File: config.mk
export PLATFORM = sky130hd
export DESIGN_NAME = board_mem_arbiter
export DESIGN_NICKNAME = d
export VERILOG_FILES = /design/src/rtl/board_mem_arbiter.sv
export SDC_FILE = /design/constraint.sdc
export NUM_CORES = 1
export LEC_CHECK = 0
export CAP_MARGIN = 10
export CORE_MARGIN = 2
export CORE_UTILIZATION = 35
export CTS_BUF_LIST = sky130_fd_sc_hd__clkbuf_4 sky130_fd_sc_hd__clkbuf_8 sky130_fd_sc_hd__clkbuf_16
export DETAILED_ROUTE_END_ITERATION = 8
export PLACE_DENSITY = 0.75
export REMOVE_ABC_BUFFERS = 1
export SYNTH_ARGS = -nofsm -noshare
export SYNTH_HDL_FRONTEND = slang
export SYNTH_SLANG_ARGS = --single-unit
File: constraint.sdc
create_clock -name clk -period 3.1 [get_ports clk]
set_input_delay 0.465 -clock clk [delete_from_list [all_inputs] [get_ports clk]]
set_output_delay 0.465 -clock clk [all_outputs]
set_load 0.02 [all_outputs]
File: src/rtl/board_mem_arbiter.sv
// board_mem_arbiter: round-robin req/gnt/release arbiter with hold watchdog for the shared 64x4 board RAM
//   clk, reset               : clock, synchronous active-high reset
//   i_req/i_rel              : per-requester level request / release pulse (0 control, 1 validator, 2 datapath, 3 view)
//   i_req_addr/we/wdata      : flattened per-requester access, requester i at slice i
//   i_force_en/i_force_sel   : priority override for the next arbitration
//   i_mem_rdata              : RAM read data, one cycle after address
//   o_gnt                    : one-hot grant
//   o_mem_addr/we/wdata      : RAM access of the current owner
//   o_rdata/o_rvalid         : read data returned to the owner, one-hot valid
//   o_owner/o_busy           : current or last owner, high while owning or draining
//   o_timeout_err            : sticky watchdog flag
module board_mem_arbiter #(
    parameter int ADDR_W   = 6,
    parameter int DATA_W   = 4,
    parameter int MAX_HOLD = 255
) (
    input  logic                  clk,
    input  logic                  reset,
    input  logic [3:0]            i_req,
    input  logic [3:0]            i_rel,
    input  logic [4*ADDR_W-1:0]   i_req_addr,
    input  logic [3:0]            i_req_we,
    input  logic [4*DATA_W-1:0]   i_req_wdata,
    input  logic                  i_force_en,
    input  logic [1:0]            i_force_sel,
    input  logic [DATA_W-1:0]     i_mem_rdata,
    output logic [3:0]            o_gnt,
    output logic [ADDR_W-1:0]     o_mem_addr,
    output logic                  o_mem_we,
    output logic [DATA_W-1:0]     o_mem_wdata,
    output logic [DATA_W-1:0]     o_rdata,
    output logic [3:0]            o_rvalid,
    output logic [1:0]            o_owner,
    output logic                  o_busy,
    output logic                  o_timeout_err
);
    localparam logic [1:0] S_IDLE  = 2'd0;
    localparam logic [1:0] S_OWN   = 2'd1;
    localparam logic [1:0] S_DRAIN = 2'd2;

    logic [1:0]        r_state, r_owner, r_rr_last;
    logic [7:0]        r_hold_cnt;
    logic              r_timeout_err;
    logic [3:0]        r_rvalid;
    logic [ADDR_W-1:0] r_mem_addr;
    logic              w_own, w_to, w_exit;
    logic [1:0]        w_win, w_idx;
    logic [ADDR_W-1:0] w_addr;

    assign w_own  = r_state == S_OWN;
    assign w_addr = i_req_addr[r_owner*ADDR_W +: ADDR_W];
    assign w_to   = r_hold_cnt == 8'(MAX_HOLD);
    assign w_exit = i_rel[r_owner] | ~i_req[r_owner] | w_to;

    // Scan from rr_last+1 upward; walking k downward lets the nearest requester win.
    always_comb begin
        w_win = r_rr_last;
        w_idx = r_rr_last;
        for (int k = 4; k >= 1; k--) begin
            w_idx = r_rr_last + 2'(k);
            if (i_req[w_idx]) w_win = w_idx;
        end
        if (i_force_en && i_req[i_force_sel]) w_win = i_force_sel;
    end

    always_ff @(posedge clk) begin
        if (reset) begin
            r_state       <= S_IDLE;
            r_owner       <= 2'd0;
            r_rr_last     <= 2'd3;
            r_hold_cnt    <= 8'd0;
            r_timeout_err <= 1'b0;
            r_rvalid      <= 4'd0;
            r_mem_addr    <= '0;
        end else begin
            r_rvalid <= o_gnt & ~i_req_we;
            if (w_own) r_mem_addr <= w_addr;
            case (r_state)
                S_IDLE: if (|i_req) begin
                    r_owner    <= w_win;
                    r_rr_last  <= w_win;
                    r_hold_cnt <= 8'd0;
                    r_state    <= S_OWN;
                end
                S_OWN: begin
                    r_hold_cnt <= r_hold_cnt + 8'd1;
                    if (w_exit) r_state <= S_DRAIN;
                    if (w_to) r_timeout_err <= 1'b1;
                end
                default: r_state <= S_IDLE;
            endcase
        end
    end

    assign o_gnt         = w_own ? 4'(1 << r_owner) : 4'd0;
    assign o_mem_addr    = w_own ? w_addr : r_mem_addr;
    assign o_mem_we      = w_own & i_req_we[r_owner];
    assign o_mem_wdata   = w_own ? i_req_wdata[r_owner*DATA_W +: DATA_W] : '0;
    assign o_rvalid      = r_rvalid;
    assign o_rdata       = |r_rvalid ? i_mem_rdata : '0;
    assign o_owner       = r_owner;
    assign o_busy        = r_state != S_IDLE;
    assign o_timeout_err = r_timeout_err;
endmodule

==> metrics.txt <==
hold_buf cts=0; Slew @ Worst Pin=0.761 ns; synth warn=0; I/O pin total=88; crit-path max FO=13; post-layout net count=322; Tot Pwr=1.01 mW; Core ar.=4290 um2; grt ovf=0; number of synthesized flops with an enable pin=0; peak supply drop=224 uV; post-synth cell types=33; worst min path class=register to register; hold wc startpoint=r_mem_addr[2]$_SDFF_PP0_; clk root buf=clkbuf_8; sequential cell area fraction in the yosys report=32.6%; clock slew at reported path FFs=0.08 ns; pwr dens=401 nW/um2; synthesis-to-finish area growth=63.7%; vias in the first global route=1533; Mapped Cells=176; worst skew pair latency=0.26 ns; Max Cap Viol=0; antenna-violating nets left=0; WL final=4060 um; clock sink count=25; largest cells by area after synthesis=dfxtp_1 33%, mux4_2 18%, nand2_1 6.8%; initial antenna violation count=0; crit path kind=register to primary output; CP Launch Type=register; router iterations before antenna repair=4; CP max stage cell=dfxtp_1; setup violators final=0; post-synthesis area per instance=8.72 um2; crit-path cells=buf_12 > mux4_2 > and2_1 > clkdlybuf4s50_1; Mapped Area=1540 um2; Yosys top cell by area=dfxtp_1; Design Area, Final=2510 um2; wire per inst=13.1 um; Slew headroom=49.3%; Setup Skew=0.00249 ns; CTS tree=done; drt first-iter violations=59; status=finished clean; post-detail-place hpwl=3310 um; Post-CTS Setup Bufs=0; ys flop type=dfxtp_1; setup ws final=0.384 ns; Worst Path Buf+Inv=2; clock buffer depth=2; number of port buffers=87; Initial Util=35.8%; Die Ht=70.2 um; kind of cell adding the most delay to the critical path=buffers and inverters; n_diodes=0; die area=4930 um2; Arrival @ worst endpoint=2.25 ns; setup repair after global routing missed its margin=false; CTS buffer count=3; Async SR Flop Fraction=0%; CP required=2.63 ns; reg-to-reg startpoint=r_state[1]$_SDFFE_PP0P_; Synth top area share=32.6%; min cycle time layout=2.72 ns; Final Cycle Share=87.6%; width of the die=70.2 um; htree depth=1; share of layout cells above drive strength 1=9.65%; highest clock rate=368 MHz; DR vias/cell=5.18; GRT Overall Usage=16.9%; Setup TNS=0 ns; first-pass GRT wire length=6800 um; commonest non-fill, non-tap cell in the layout=clkdlybuf4s50_1; Slew Limit Fails=0; leakage=0.895 nW; number of synthesized register bits=25; dpl ws=0.569 ns; most frequent cells in the layout=87 x clkdlybuf4s50_1, 28 x nand2_1, 25 x dfxtp_1; final hold violations=0; via count=1611; std cell rows=24; DRC=0; dpl cell area=2460 um2; Critical Path Max Stage Delay=0.58 ns; Crit. End Element=primary output; pin count of the biggest net entering global routing=20; CTS resizes=0; crit path launch=o_owner[0]$_SDFFE_PP0P_; RePlAce Congestion=0.811
## metal layers
layer	vias up	global-route usage, %	wire length, um
met5	-	0	0
met4	0	2.78	31
li1	808	-	-
met3	4	4.33	239
met1	755	19.5	1700
met2	44	31.4	2090
## state kept, by name, summed over array words and instances, names as in the netlist
name	cells
o_timeout_err	1
r_rr_last	2
r_hold_cnt	8
o_owner	2
o_rvalid	4
r_mem_addr	6
r_state	2
## tightest hold or removal path, delay by kind of cell (launching register included)
family          cells  cell delay, ns
flops               1            0.30
compound gates      1            0.06
simple gates        1            0.06
## path summary, 6_finish.rpt
check	to	slack, ns	depth (start not counted)
worst max-delay path	o_mem_we	0.38	4
worst min-delay path	r_mem_addr[2]$_SDFF_PP0_	0.47	2
worst max register to register	r_hold_cnt[0]$_SDFFE_PP0P_	1.18	4
worst min register to register	r_mem_addr[2]$_SDFF_PP0_	0.47	2
## report_power, final
part | switching, mW | internal (mW)
sequential | 0.0231 | 0.346
combinational | 0.198 | 0.247
clock | 0.0939 | 0.100
## cell usage after synthesis (4+ instances only)
library cell	number
dfxtp_1	25
nand2b_1	11
and2_1	5
buf_2	4
nor4_1	4
clkbuf_1	7
mux4_2	12
a21oi_1	12
nor2b_1	6
nor3_1	9
nor2_1	16
nand2_1	28
nand3_1	4
## through the flow
| step | utilization, % | std cells | hold WS (ns) |
|---|---|---|---|
| after global routing | 58.5 | 311 | 0.483 |
| after global placement | 57.4 | 307 | 0.450 |
| after detailed placement | 57.4 | 307 | 0.458 |
| after floorplan | - | 164 | 0.438 |
| after CTS | 58.5 | 311 | 0.470 |
| final | 58.5 | 311 | 0.467 |
## cells by family (layout without fill, tap and decap cells)
group | Yosys count | after routing | share of synthesized area [%]
compound gates | 29 | 29 | 12.1
fa+ha+maj | 1 | 1 | 0.815
buf+inv | 12 | 95 | 3.26
flops | 25 | 25 | 32.6
mux | 18 | 18 | 21.8
simple gates | 91 | 91 | 29.4
## final cells by class
| class | count | area, um2 |
|---|---|---|
| well taps | 52 | 65.1 |
| fillers | 390 | 1780 |
| multi-input cells | 139 | 985 |
| repair buffers | 91 | 913 |
| clock buffers | 4 | 48.8 |
| flip-flops and latches | 25 | 500 |
(Power assumes the default switching activity.)
